[config.mk]
export PLATFORM = sky130hd
export DESIGN_NAME = mips_multicycle_ctrl
export DESIGN_NICKNAME = d
export VERILOG_FILES = /design/src/rtl/mips_multicycle_ctrl.sv
export SDC_FILE = /design/constraint.sdc
export NUM_CORES = 1
export LEC_CHECK = 0
export BUFFER_PORTS_ARGS = -buffer_cell sky130_fd_sc_hd__buf_2
export CAP_MARGIN = 10
export CORE_MARGIN = 10
export CORE_UTILIZATION = 45
export DETAILED_ROUTE_END_ITERATION = 12
export PLACE_DENSITY = 0.82
export SETUP_SLACK_MARGIN = 0.3
export SLEW_MARGIN = 20
export SYNTH_ARGS = -nofsm -noshare
export SYNTH_HDL_FRONTEND = slang
export SYNTH_SLANG_ARGS = --single-unit
[constraint.sdc]
create_clock -name clk -period 1.9 [get_ports clk]
set_input_delay 0.095 -clock clk [delete_from_list [all_inputs] [get_ports clk]]
set_output_delay 0.095 -clock clk [all_outputs]
set_load 0.01 [all_outputs]
[src/rtl/mips_multicycle_ctrl.sv]
// Multicycle MIPS control FSM with memory handshake, bounded wait timeout and sticky fault.
// Optional performance counters (instr_count, stall_count) enabled by MIPS_CTRL_PERF_EN.
module mips_multicycle_ctrl #(
  parameter int unsigned MEM_TIMEOUT = 15,
  parameter int unsigned TO_W        = 4,
  parameter int unsigned CNT_W       = 32
) (
  input  logic             clk,
  input  logic             rst,
  input  logic [5:0]       OpCode,
  input  logic [5:0]       Funct,
  input  logic             mem_ready,
  output logic             MemReq,
  output logic             IorD,
  output logic             MemWrite,
  output logic             IRWrite,
  output logic             PCWrite,
  output logic             RegWrite,
  output logic             RegDST,
  output logic             MemtoReg,
  output logic             Branch,
  output logic             BranchNe,
  output logic [1:0]       PCSrc,
  output logic [1:0]       ALUSrcA,
  output logic [2:0]       ALUSrcB,
  output logic [3:0]       ALUControl,
`ifdef MIPS_CTRL_PERF_EN
  output logic [CNT_W-1:0] instr_count,
  output logic [CNT_W-1:0] stall_count,
`endif
  output logic             fault
);

  typedef enum logic [3:0] {
    S_IDLE, S_FETCH, S_DECODE, S_MEMADR, S_MEMRD, S_MEMWB, S_MEMWR,
    S_EXEC_R, S_EXEC_I, S_ALUWB, S_BRANCH, S_JUMP, S_FAULT
  } state_t;

  localparam logic [5:0] OP_R    = 6'b000000;
  localparam logic [5:0] OP_LW   = 6'b100011;
  localparam logic [5:0] OP_SW   = 6'b101011;
  localparam logic [5:0] OP_ADDI = 6'b001000;
  localparam logic [5:0] OP_ANDI = 6'b001100;
  localparam logic [5:0] OP_ORI  = 6'b001101;
  localparam logic [5:0] OP_XORI = 6'b001110;
  localparam logic [5:0] OP_SLTI = 6'b001010;
  localparam logic [5:0] OP_BEQ  = 6'b000100;
  localparam logic [5:0] OP_BNE  = 6'b000101;
  localparam logic [5:0] OP_J    = 6'b000010;

  localparam logic [3:0] ALU_AND = 4'b0000;
  localparam logic [3:0] ALU_OR  = 4'b0001;
  localparam logic [3:0] ALU_ADD = 4'b0010;
  localparam logic [3:0] ALU_XOR = 4'b0011;
  localparam logic [3:0] ALU_SUB = 4'b0110;
  localparam logic [3:0] ALU_SLT = 4'b0111;
  localparam logic [3:0] ALU_SLL = 4'b1000;
  localparam logic [3:0] ALU_SRL = 4'b1001;
  localparam logic [3:0] ALU_SRA = 4'b1010;

  state_t          state_q, state_d;
  logic [TO_W-1:0] wait_q;
  logic            rdst_q;
  logic            timeout_hit;
  logic            mem_wait;

  // wait_q counts earlier wait cycles, so this cycle is wait number MEM_TIMEOUT
  assign timeout_hit = (wait_q == TO_W'(MEM_TIMEOUT - 1));
  assign mem_wait    = MemReq & ~mem_ready;

  always_ff @(posedge clk or negedge rst) begin
    if (!rst) begin
      state_q <= S_IDLE;
      wait_q  <= '0;
      rdst_q  <= 1'b0;
    end else begin
      state_q <= state_d;
      if (state_d != state_q)
        wait_q <= '0;
      else if (mem_wait)
        wait_q <= wait_q + TO_W'(1);
      if (state_q == S_EXEC_R)
        rdst_q <= 1'b1;
      else if (state_q == S_EXEC_I)
        rdst_q <= 1'b0;
    end
  end

  always_comb begin
    state_d    = state_q;
    MemReq     = 1'b0;
    IorD       = 1'b0;
    MemWrite   = 1'b0;
    IRWrite    = 1'b0;
    PCWrite    = 1'b0;
    RegWrite   = 1'b0;
    RegDST     = 1'b0;
    MemtoReg   = 1'b0;
    Branch     = 1'b0;
    BranchNe   = 1'b0;
    PCSrc      = 2'b00;
    ALUSrcA    = 2'b00;
    ALUSrcB    = 3'b000;
    ALUControl = 4'b0000;
    fault      = 1'b0;
    case (state_q)
      S_IDLE: state_d = S_FETCH;
      S_FETCH: begin
        MemReq     = 1'b1;
        ALUSrcB    = 3'b001;
        ALUControl = ALU_ADD;
        IRWrite    = mem_ready;
        PCWrite    = mem_ready;
        if (mem_ready)        state_d = S_DECODE;
        else if (timeout_hit) state_d = S_FAULT;
      end
      S_DECODE: begin
        ALUSrcB    = 3'b010;
        ALUControl = ALU_ADD;
        case (OpCode)
          OP_R:                                       state_d = S_EXEC_R;
          OP_LW, OP_SW:                               state_d = S_MEMADR;
          OP_ADDI, OP_ANDI, OP_ORI, OP_XORI, OP_SLTI: state_d = S_EXEC_I;
          OP_BEQ, OP_BNE:                             state_d = S_BRANCH;
          OP_J:                                       state_d = S_JUMP;
          default:                                    state_d = S_FAULT;
        endcase
      end
      S_MEMADR: begin
        ALUSrcA    = 2'b01;
        ALUSrcB    = 3'b010;
        ALUControl = ALU_ADD;
        state_d    = (OpCode == OP_SW) ? S_MEMWR : S_MEMRD;
      end
      S_MEMRD: begin
        MemReq = 1'b1;
        IorD   = 1'b1;
        if (mem_ready)        state_d = S_MEMWB;
        else if (timeout_hit) state_d = S_FAULT;
      end
      S_MEMWB: begin
        RegWrite = 1'b1;
        MemtoReg = 1'b1;
        state_d  = S_FETCH;
      end
      S_MEMWR: begin
        MemReq   = 1'b1;
        IorD     = 1'b1;
        MemWrite = 1'b1;
        if (mem_ready)        state_d = S_FETCH;
        else if (timeout_hit) state_d = S_FAULT;
      end
      S_EXEC_R: begin
        state_d = S_ALUWB;
        case (Funct)
          6'b100000: begin ALUSrcA = 2'b01; ALUControl = ALU_ADD; end
          6'b100010: begin ALUSrcA = 2'b01; ALUControl = ALU_SUB; end
          6'b100100: begin ALUSrcA = 2'b01; ALUControl = ALU_AND; end
          6'b100101: begin ALUSrcA = 2'b01; ALUControl = ALU_OR;  end
          6'b100110: begin ALUSrcA = 2'b01; ALUControl = ALU_XOR; end
          6'b101010: begin ALUSrcA = 2'b01; ALUControl = ALU_SLT; end
          6'b000000: begin ALUSrcA = 2'b10; ALUSrcB = 3'b011; ALUControl = ALU_SLL; end
          6'b000010: begin ALUSrcA = 2'b10; ALUSrcB = 3'b011; ALUControl = ALU_SRL; end
          6'b000011: begin ALUSrcA = 2'b10; ALUSrcB = 3'b011; ALUControl = ALU_SRA; end
          default:   state_d = S_FAULT;
        endcase
      end
      S_EXEC_I: begin
        ALUSrcA = 2'b01;
        state_d = S_ALUWB;
        case (OpCode)
          OP_ADDI: begin ALUSrcB = 3'b010; ALUControl = ALU_ADD; end
          OP_SLTI: begin ALUSrcB = 3'b010; ALUControl = ALU_SLT; end
          OP_ANDI: begin ALUSrcB = 3'b100; ALUControl = ALU_AND; end
          OP_ORI:  begin ALUSrcB = 3'b100; ALUControl = ALU_OR;  end
          OP_XORI: begin ALUSrcB = 3'b100; ALUControl = ALU_XOR; end
          default: state_d = S_FAULT;
        endcase
      end
      S_ALUWB: begin
        RegWrite = 1'b1;
        RegDST   = rdst_q;
        state_d  = S_FETCH;
      end
      S_BRANCH: begin
        ALUSrcA    = 2'b01;
        ALUControl = ALU_SUB;
        PCSrc      = 2'b01;
        Branch     = 1'b1;
        BranchNe   = (OpCode == OP_BNE);
        state_d    = S_FETCH;
      end
      S_JUMP: begin
        PCSrc   = 2'b10;
        PCWrite = 1'b1;
        state_d = S_FETCH;
      end
      S_FAULT: fault = 1'b1;
      default: state_d = S_FAULT;
    endcase
  end

`ifdef MIPS_CTRL_PERF_EN
  always_ff @(posedge clk or negedge rst) begin
    if (!rst) begin
      instr_count <= '0;
      stall_count <= '0;
    end else begin
      if (state_d == S_FETCH && state_q != S_FETCH && state_q != S_IDLE)
        instr_count <= instr_count + CNT_W'(1);
      if (mem_wait)
        stall_count <= stall_count + CNT_W'(1);
    end
  end
`endif

endmodule

Word-level counts from Yosys, hierarchy flattened
Cells that the tools add are included.
W data, S select, Z words.
{"block": "totals", "regBits": 9, "input_bits": 15, "output_inout_bits": 22, "elab_cells": 91}
{"block": "classes", "n_addsub": 1, "eq_ne": 32, "n_mux": 33, "n_bitwise": 2, "reduce_logical": 20}
{"op": "$eq A6 B6 Y1 const B", "count": 8}
{"op": "$pmux W4 S9", "count": 1}
{"op": "$pmux W4 S8", "count": 1}
{"op": "$eq A6 B4 Y1 const B", "count": 5}
{"op": "$eq A4 B4 Y1 const B", "count": 6}
{"op": "$mux W4", "count": 6}
{"op": "$pmux W3 S4", "count": 2}
{"op": "$pmux W4 S5", "count": 1}
{"op": "$eq A6 B2 Y1 const B", "count": 3}
{"op": "$eq A4 B3 Y1 const B", "count": 4}
{"op": "$pmux W4 S4", "count": 1}
{"op": "$reduce_or A3 Y1", "count": 5}
{"op": "$eq A6 B3 Y1 const B", "count": 2}
{"op": "$logic_not A6 Y1", "count": 2}
{"op": "$mux W1", "count": 12}
{"op": "$pmux W2 S2", "count": 3}
{"op": "$reduce_or A2 Y1", "count": 6}
{"op": "$reduce_or A5 Y1", "count": 2}
{"op": "$reduce_or A9 Y1", "count": 1}
{"op": "$eq A4 B2 Y1 const B", "count": 2}
{"op": "$mux W3", "count": 2}
{"op": "$pmux W3 S2", "count": 1}
{"op": "$reduce_or A6 Y1", "count": 1}
{"op": "$add A4 B1 Y4 const B", "count": 1}
{"op": "8 further kinds", "count": 10}

Longest topological paths before layout
{"block": "depth", "depth_word": 6, "ltp_mapped": 8, "mapped_depth_nobuf": 8}

Worst setup path after synthesis
No wires, ideal clock.
{"block": "synth_path", "path_kind": "register to register", "startpoint": "reg state_q[0]", "endpoint": "reg wait_q[0]", "setup_time_ps": 105, "arrival_time_ps": 1985, "t_required_ps": 1795, "setup_slack_ps": -190, "stages_incl_launch_ff": 8, "path_buffers": 1, "synth_period_minus_slack_ps": 2090, "cell_sequence": "dfrtp_1 > buf_6 > or4b_4 > a2111oi_4 > a211o_2 > o41a_2 > o22ai_2 > nor4b_1"}
{"block": "synth_via", "elab_chain_len": 5, "word_cells_on_any_way": 25, "classes_between": "eq/ne: 13; mux: 7; bitwise: 1; reduce/logical: 4"}
{"item": "start, declared", "line_no": "61", "source": "state_t state_q, state_d;"}
{"item": "start signal, assigned", "line_no": "77", "source": "state_q <= state_d;"}
{"item": "$eq A4 B4 Y1, or another cell as far along", "line_no": "106", "source": "case (state_q)"}
{"item": "$reduce_or A5 Y1 (no line), or another cell as far along"}
{"item": "$pmux W4 S9 / $mux W1 (equally long branches)", "line_no": "106"}
{"item": "$ne A4 B4 Y1 / $and A1 B1 Y1 (equally long branches)", "line_no": "78, 69"}
{"item": "$mux W4 / $reduce_bool A2 Y1 (equally long branches)"}
{"item": "end signal, assigned", "line_no": "81", "source": "wait_q <= wait_q + TO_W'(1);"}
{"item": "end, declared", "line_no": "62", "source": "logic [TO_W-1:0] wait_q;"}
Several ways; a longest one is shown, not always the timed one.
A chain may end at the register's enable or synchronous reset.

Final worst setup path
{"block": "layout_path", "startpoint": "reg wait_q[0]", "endpoint": "reg wait_q[0]"}
{"block": "layout_via", "elab_chain_len": 6, "word_cells_on_any_way": 11, "classes_between": "add/sub: 1; eq/ne: 2; mux: 7; reduce/logical: 1"}
{"item": "$eq A4 B4 Y1", "line_no": "68", "source": "assign timeout_hit = (wait_q == TO_W'(MEM_TIMEOUT - 1));"}
{"item": "$mux W4", "line_no": "115, 139, 151"}
{"item": "$mux W4, on equally long branches", "line_no": "150, 114, 138"}
{"item": "$pmux W4 S9", "line_no": "106"}
{"item": "$ne A4 B4 Y1", "line_no": "78", "source": "if (state_d != state_q)"}
{"item": "$mux W4 / $reduce_bool A2 Y1 (equally long branches)"}
Several ways; a longest one is shown, not always the timed one. The select of a mux whose other input is x is not followed.

==> results.sh <==
export IMPL_die_w_um=75.4
export IMPL_netlist_top_cells_count="17 x nor2_1, 16 x nand2_1, 13 x o21ai_0"
export IMPL_grt_pass1_wl_um=8150
export IMPL_post_dp_cell_area_um2=1910
export IMPL_cts_sinks=9
export IMPL_postLayoutCoreUtil_pct=77.5
export IMPL_final_area_um2=2330
export IMPL_diodes=0
export IMPL_grt_overflow_total=0
export IMPL_status="complete, but fails checks"
export IMPL_finalClockSkew_ns=0.00590
export IMPL_total_power_mw=0.483
export IMPL_critPathTopFamily="simple AND/OR/NAND/NOR gates"
export IMPL_wl_met2_um=2900
export IMPL_tightest_slew_ns=0.575
export IMPL_drc=0
export IMPL_initial_core_util_pct=45.9
export IMPL_cap_violations=0
export IMPL_wl_um=5790
export IMPL_reg2reg_depth=9
export IMPL_setup_tns_ns=-0.914
export IMPL_synth_simple_gate_area_share_pct=40.6
export IMPL_syn_area_per_cell_um2=7.03
export IMPL_synth_top_family_by_area="simple AND/OR/NAND/NOR gates"
export IMPL_drt_met1_wl_um=2150
export IMPL_cts_buffers=3
export IMPL_timing_critical_path_required_ns=2.06
export IMPL_pre_cts_ws_ns=-0.237
export IMPL_max_slew_margin_pct=61.4
export IMPL_first_global_vias=1806
export IMPL_power_density_nw_per_um2=208
export IMPL_start_kind="flop"
export IMPL_drv_slew=0
export IMPL_cts_tree="done"
export IMPL_synth_area_leaders="dfrtp_1 16%, nand2b_1 5.0%, o21ai_0 4.7%, nor2_1 4.6%, a21oi_1 4.4%"
export IMPL_grt_max_degree=13
export IMPL_area_growth_pct=68.8
export IMPL_syn_nets=213
export IMPL_place_gp_congestion=0.966
export IMPL_drive_above_1_share_pct=52.3
export IMPL_ant_nets=0
export IMPL_dieArea_um2=5680
export IMPL_holdWs_ns=0.204
export IMPL_critPathMaxStageDelay_ns=0.39
export IMPL_root_buffer="clkbuf_4"
export IMPL_violations="negative setup slack"
export IMPL_period_share_pct=112
export IMPL_synth_seq_cells=9
export IMPL_htreeDepth=1
export IMPL_crit_type="reg -> reg"
export IMPL_ys_dominant_reg_cell="dfrtp_1"
export IMPL_finalHoldViolCount=0
export IMPL_fin_cells=310
export IMPL_ir_drop_mv=0.225
export IMPL_viasPerCell=6.16
export IMPL_rsz0062_at_grt="true"
export IMPL_portBuffers=36
export IMPL_synth_compound_area_share_pct=30.2
export IMPL_fin_nets=295
export IMPL_synth_fa_ha_area_share_pct=1.81
export IMPL_path_clk_slew_ns=0.07
export IMPL_crit_fanout=4
export IMPL_grtUsageTotal_pct=17.9
export IMPL_clk_path_buf_depth=2
export IMPL_cp_cell_sequence="inv_1 > ha_2 > and4b_1 > o21ai_0 > nand2b_1 > nor4_1 > buf_4 > o22ai_4 > nor4b_2"
export IMPL_synth_edf_count=0
export IMPL_core_area_um2=3000
export IMPL_max_freq_mhz=470
export IMPL_crit_cells=9
export IMPL_first_pass_iters=4
export IMPL_worst_slack_ns=-0.227
export IMPL_grt_antenna_before_repair=0
export IMPL_wl_met3_um=484
export IMPL_synth_cells=196
export IMPL_worstSetupEndpointType="flop"
export IMPL_r2r_start="wait_q[0]"
export IMPL_place_inst=300
export IMPL_p_leak_nw=1.02
export IMPL_worstSkewPairLatency_ns=0.27
export IMPL_vias=1909
export IMPL_syn_cell_area_um2=1380
export IMPL_wl_per_cell_um=18.7
export IMPL_ys_seq_area_share_pct=16.3
export IMPL_netlist_area_leader_share_pct=16.3
export IMPL_ys_types=58
export IMPL_synth_most_common_cell="nor2_1"
export IMPL_hpwl_um=3890
export IMPL_arrival_ns=2.29
export IMPL_hold_path_class="in -> async"
export IMPL_top_level_ports=37
export IMPL_synth_xor_area_share_pct=2.54
export IMPL_path_buf_inv=2
export IMPL_worstSetupStartpoint="wait_q[0]"
export IMPL_synth_largest_area_cell="dfrtp_1"
export IMPL_fin_crit_ns=2.13
export IMPL_die_y_um=75.4
export IMPL_async_reset_ff_share_pct=100
export IMPL_drt_iter0_markers=167
export IMPL_cp_slowest_cell="dfrtp_1"
export IMPL_yosysWarningCount=0
export IMPL_highest_layer="met4"
export IMPL_synth_mux_area_share_pct=0.726
export IMPL_setup_viol=7
export IMPL_fp_row_count=20
metal layers:
metal	GRT usage, %	up-vias
li1	-	889
met1	20.2	878
met2	32.6	110
met3	2.99	32
met4	7.01	0
met5	0	-
worst paths after layout:
path,to,slack [ns]
setup / recovery,wait_q[0],-0.23
hold / removal,rdst_q,0.20
setup reg to reg,wait_q[0],-0.23
hold reg to reg,rdst_q,0.52
max in group asynchronous,state_q[2],1.49
min in group clk,state_q[3],0.36
power by group:
group	leakage (nW)	total [mW]	switching (mW)	internal (mW)
clock network	0.0150	0.159	0.0779	0.0814
registers	0.115	0.192	0.000124	0.192
logic	0.886	0.133	0.0761	0.0564
layout by cell type (no fill, tap or decap), types with 3 or more instances in the layout:
| cell type | netlist | layout |
|---|---|---|
| inv_1 | 8 | 7 |
| nor4b_2 | 0 | 4 |
| clkbuf_4 | 0 | 3 |
| o21ai_1 | 0 | 5 |
| nand2_1 | 16 | 13 |
| buf_2 | 5 | 33 |
| o21ai_0 | 13 | 6 |
| a21oi_2 | 0 | 3 |
| nand3_2 | 0 | 3 |
| dfrtp_1 | 9 | 7 |
| nor2_2 | 0 | 4 |
| nor4_1 | 5 | 3 |
| a21o_1 | 4 | 4 |
| a21oi_1 | 12 | 8 |
| nand3_1 | 7 | 3 |
| nand2b_1 | 11 | 10 |
| nor2_4 | 0 | 3 |
| a31oi_1 | 3 | 3 |
| buf_6 | 1 | 13 |
| buf_4 | 1 | 43 |
| nor2_1 | 17 | 10 |
| nor2b_1 | 8 | 6 |
| nor3_1 | 10 | 8 |
sequential cells by signal, indices dropped and copies added, names as in the netlist:
name,flops
rdst_q,1
wait_q,4
state_q,4
logic make-up after synthesis:
group                      count (synthesis)
xor gates and xnor gates                   4
adders and majority gates                  2
buffers and inverters                     24
AOI/OAI and AO/OA                         58
and+or+nand+nor                           98
DFF                                        9
muxes                                      1
layout make-up:
cell class                 count  area [um^2]
clock buffer                   4         26.3
inverter                       9         38.8
sequential                     9          228
timing repair buffer          92          679
fill                         192          676
tap                           33         41.3
multi-input combinational    163         1310
repair_timing:
| item | 4_1_cts | 5_1_grt |
|---|---|---|
| endpoints found under the setup margin | 23 | 26 |
| setup buffers | 0 | 5 |
| hold endpoints to repair | 9 | 0 |
| cloned | 0 | 0 |
| pin swaps | 8 | 12 |
| resized for setup | 35 | 49 |
| hold buffers | 1 | 0 |
Note: power is estimated with default switching activity, not from simulation.
